--- config.mk ---
export PLATFORM = sky130hd
export DESIGN_NAME = bus_receiver
export DESIGN_NICKNAME = d
export VERILOG_FILES = /design/src/rtl/bus_receiver.sv
export SDC_FILE = /design/constraint.sdc
export NUM_CORES = 1
export LEC_CHECK = 0
export BUFFER_PORTS_ARGS = -buffer_cell sky130_fd_sc_hd__clkbuf_2
export CORE_MARGIN = 1.5
export CORE_UTILIZATION = 54
export CTS_CLUSTER_SIZE = 10
export DETAILED_ROUTE_END_ITERATION = 8
export GPL_TIMING_DRIVEN = 0
export PLACE_DENSITY = 0.9
export SYNTH_ARGS = -nofsm -noshare
export SYNTH_HDL_FRONTEND = slang
export SYNTH_SLANG_ARGS = --single-unit
export TNS_END_PERCENT = 10
--- constraint.sdc ---
create_clock -name clk -period 3.8 [get_ports clk]
set_input_delay 0.57 -clock clk [delete_from_list [all_inputs] [get_ports clk]]
set_output_delay 0.57 -clock clk [all_outputs]
set_load 0.01 [all_outputs]
--- src/rtl/bus_receiver.sv ---
// bus_receiver: one-deep holding stage that routes bus words to four acknowledged destination registers.
// Optional build macro BUS_RECEIVER_PARITY_EN adds bus_par/par_err and drops words with bad even parity.
module bus_receiver #(
    parameter int WIDTH = 4,
    parameter int CNT_W = 8
) (
    input  logic             clk,
    input  logic             rst,
    input  logic [WIDTH-1:0] bus,
    input  logic             x,
    input  logic             y,
    input  logic             bus_valid,
    output logic             bus_ready,
    output logic [WIDTH-1:0] a,
    output logic [WIDTH-1:0] b,
    output logic [WIDTH-1:0] c,
    output logic [WIDTH-1:0] d,
    output logic [3:0]       full,
    input  logic [3:0]       ack,
`ifdef BUS_RECEIVER_PARITY_EN
    input  logic             bus_par,
    output logic             par_err,
`endif
    output logic [CNT_W-1:0] xfer_cnt
);
    typedef enum logic {IDLE, HOLD} state_t;

    state_t                state_q, state_d;
    logic [WIDTH-1:0]      hold_q, hold_d;
    logic [1:0]            sel_q, sel_d;
    logic [3:0][WIDTH-1:0] dest_q, dest_d;
    logic [3:0]            full_q, full_d;
    logic [CNT_W-1:0]      cnt_q, cnt_d;
    logic                  drop_q, drop_d;
`ifdef BUS_RECEIVER_PARITY_EN
    logic                  perr_q, perr_d;
`endif

    // State register; reset discards any held word before it can commit
    always_ff @(posedge clk) begin
        if (rst) begin
            state_q <= IDLE;
            hold_q  <= '0;
            sel_q   <= '0;
            dest_q  <= '0;
            full_q  <= '0;
            cnt_q   <= '0;
            drop_q  <= 1'b0;
`ifdef BUS_RECEIVER_PARITY_EN
            perr_q  <= 1'b0;
`endif
        end else begin
            state_q <= state_d;
            hold_q  <= hold_d;
            sel_q   <= sel_d;
            dest_q  <= dest_d;
            full_q  <= full_d;
            cnt_q   <= cnt_d;
            drop_q  <= drop_d;
`ifdef BUS_RECEIVER_PARITY_EN
            perr_q  <= perr_d;
`endif
        end
    end

    // Accept in IDLE, commit in HOLD once the target slot is free or being acked this edge
    always_comb begin
        state_d = state_q;
        hold_d  = hold_q;
        sel_d   = sel_q;
        dest_d  = dest_q;
        full_d  = full_q & ~ack;
        cnt_d   = cnt_q;
        drop_d  = drop_q;
`ifdef BUS_RECEIVER_PARITY_EN
        perr_d  = perr_q;
`endif
        if (state_q == IDLE) begin
            if (bus_valid) begin
                hold_d  = bus;
                sel_d   = {x, y};
                state_d = HOLD;
                drop_d  = 1'b0;
`ifdef BUS_RECEIVER_PARITY_EN
                drop_d  = (^bus) != bus_par;
                perr_d  = perr_q | drop_d;
`endif
            end
        end else if (drop_q) begin
            state_d = IDLE;
            drop_d  = 1'b0;
        end else if (!full_q[sel_q] || ack[sel_q]) begin
            dest_d[sel_q] = hold_q;
            full_d[sel_q] = 1'b1;
            cnt_d         = cnt_q + CNT_W'(1);
            state_d       = IDLE;
        end
    end

    assign bus_ready = (state_q == IDLE);
    assign a         = dest_q[0];
    assign b         = dest_q[1];
    assign c         = dest_q[2];
    assign d         = dest_q[3];
    assign full      = full_q;
    assign xfer_cnt  = cnt_q;
`ifdef BUS_RECEIVER_PARITY_EN
    assign par_err   = perr_q;
`endif
endmodule

==> flow_summary.yaml <==
global_route:
  antenna_found_initial: 0
  grt.total_usage: 0.220
  grt_pass1_wl_um: 5300
  first_global_vias: 1174
  grt_max_degree: 13
  grt_overflow: 0
cells_and_area:
  drive_above_1_share: 0.305
  final_common_cell: "clkbuf_2"
  fin_nets: 213
  multi_input_area_um2: 692
  syn_to_final_growth_pct: 21.9
  diodes: 0
  finish.utilization: 0.714
  layout_common_cells: "clkbuf_2 (41), dfxtp_1 (35), nor2_1 (29)"
  seq_area_um2: 701
  fillers: 190
clocking:
  cts-root-buf: "clkbuf_4"
  cts_sinks: 35
  ctsHoldBuffers: 0
  cts_buffer_depth: 2
  cts_max_level: 2
  postCtsSetupBuffers: 0
  cts_resized: 0
  clkTransAtPathRegs_ps: 110
  cts_tree: "done"
  clk_latency_ps: 350
  cts_buffers: 5
worst_hold_path:
  min_path_type: "in -> reg"
  hold_depth: 3
  whs_endpoint: "hold_q[3]$_SDFFE_PP0P_"
  worstHoldStart: "bus[3]"
route:
  drt-initial-drc-count: 39
  wl_per_cell_um: 13.7
  drc_errors: 0
  vias: 1225
  ant_nets: 0
  wirelength_um: 3150
  dr.pass1.iters: 4
  routed_via_density: 5.33
place:
  dpl.hpwl_um: 2270
  io_buffers: 41
  gp_congestion: 0.780
critical_path:
  worstSetupEndpointType: "flop"
  slowest_stage: "mux2_2"
  startpoint_type: "flop"
  r2r-start: "sel_q[1]$_SDFFE_PP0P_"
  r2r_end: "xfer_cnt[5]$_SDFFE_PP0P_"
  cp_data_arrival_time_ps: 1920
  path_cells: "buf_4, nand4bb_1, o211ai_2, buf_6, nor4_1, mux2_2"
  crit_type: "reg -> reg"
  required_ps: 4040
  path_max_fanout: 10
  r2r.worst_path.cells: 6
  r2r_setup_slack_ps: 2120
  critPathMaxStageDelay_ps: 370
run:
  maxCapViolCount: 0
floorplan:
  die_x_um: 55.3
  die_h_um: 55.3
  ioPinCount: 42
  start_util: 0.586
  dieArea_um2: 3060
  rows: 18
  design.core.area_um2: 2520
timing:
  fin_crit_sh: 0.442
  period_needed_ps: 1680
  tns_ps: 0
  timing.fmax_ghz: 0.595
  maxSlewHeadroom: 0.613
  hold_violations: 0
  slew_violations: 0
  finClkSkew_ps: 11.9
  grt_setup_unrepaired: "no"
  worst_pin_slew_ps: 577
  finalSetupViolations: 0
synthesis:
  synth_area_um2: 1480
  postSynthAreaPerCell_um2: 9.79
  yosys_warnings: 0
  synth-seq-cells: 35
  syn_inst: 151
  ys_types: 27
  synth_fp_nets: 165
  seq_area_frac_synth: 0.474
pwr:
  cellPowerDensity_nw_per_um2: 400
  leakagePower_nw: 0.777
  vdd_drop_max_mv: 0.377
run_status:
  status: "completed"
==> final cells by class <==
class / count / area share
sequential: 35 / 0.389
multi-input combinational: 102 / 0.384
timing repair buffer: 41 / 0.114
buffer: 11 / 0.0410
clock inverter: 3 / 0.0243
clock buffer: 5 / 0.0208
tap: 30 / 0.0208
inverter: 3 / 0.00625
==> per-layer routing <==
metal  vias up  routed length, µm  global-route usage
li1        614                  -                   -
met1       564               1360               0.253
met2        36               1520               0.357
met3        11                161              0.0796
met4         0                102               0.115
met5         -                  0                   0
==> power breakdown <==
group | leakage, nW | total [mW] | internal (mW) | switching [mW]
Sequential | 0.284 | 0.388 | 0.376 | 0.0118
Clock | 0.0452 | 0.266 | 0.138 | 0.128
Combinational | 0.448 | 0.0659 | 0.0312 | 0.0347
Total | 0.777 | 0.720 | 0.546 | 0.174
==> stage by stage <==
stage | instance area, µm² | setup WS [ps] | total power [mW] | hold slack [ps] | std cells
floorplan | 1480 | 2130 | 0.439 | 493 | 151
global placement | 1720 | 1980 | 0.459 | 460 | 222
detailed placement | 1720 | 1930 | 0.462 | 477 | 222
CTS | 1800 | 2120 | 0.726 | 456 | 230
global route | 1800 | 2010 | 0.754 | 436 | 230
finish | 1800 | 2120 | 0.720 | 458 | 230
==> worst max path at each step <==
stage	start	to	cells after the start
finish	sel_q[1]$_SDFFE_PP0P_	xfer_cnt[5]$_SDFFE_PP0P_	6
CTS	sel_q[1]$_SDFFE_PP0P_	xfer_cnt[5]$_SDFFE_PP0P_	6
global placement	ack[1]	xfer_cnt[5]$_SDFFE_PP0P_	6
global route	sel_q[0]$_SDFFE_PP0P_	xfer_cnt[4]$_SDFFE_PP0P_	5
detailed placement	ack[1]	xfer_cnt[5]$_SDFFE_PP0P_	6
floorplan	ack[1]	xfer_cnt[5]$_SDFFE_PP0P_	5
==> critical path, delay by kind of cell (launching register included) <==
| kind | cells | cell delay, ps |
|---|---|---|
| buffers and inverters | 2 | 320 |
| AND/OR/NAND/NOR | 2 | 430 |
| multiplexers | 1 | 370 |
| AO/OA/AOI/OAI | 1 | 130 |
| flip-flops | 1 | 320 |
==> kinds of logic after synthesis <==
logic type,share of synthesized area
buffers and inverters,0.0576
adders and majority gates,0.00847
and+or+nand+nor,0.224
DFF,0.474
AOI/OAI and AO/OA,0.0576
muxes,0.179
==> state kept, by name (all words and copies together) (netlist names) <==
| register | count |
|---|---|
| hold_q | 4 |
| d | 4 |
| full | 4 |
| state_q | 1 |
| c | 4 |
| b | 4 |
| a | 4 |
| xfer_cnt | 8 |
| sel_q | 2 |
==> synthesized netlist by cell type (all sizes together) <==
library cell  count  area [µm²]
nand4bb           2        22.5
o31ai             5        37.5
nor2             29         109
buf               4        37.5
nand2             4        15.0
dfxtp            35         701
or4               4        30.0
ha                1        12.5
clkbuf            7        36.3
nand4             1        6.26
or2b              1        8.76
nor2b             6        37.5
nor4              1        6.26
mux2i            23         230
nand2b            4        25.0
nor3              3        20.0
or4b              1        10.0
o211ai            1        12.5
a21oi             7        35.0
nand3             4        20.0
inv               3        11.3
mux2              3        33.8
and4              1        8.76
and4b             1        11.3
Note: power is estimated with default switching activity, not from simulation.
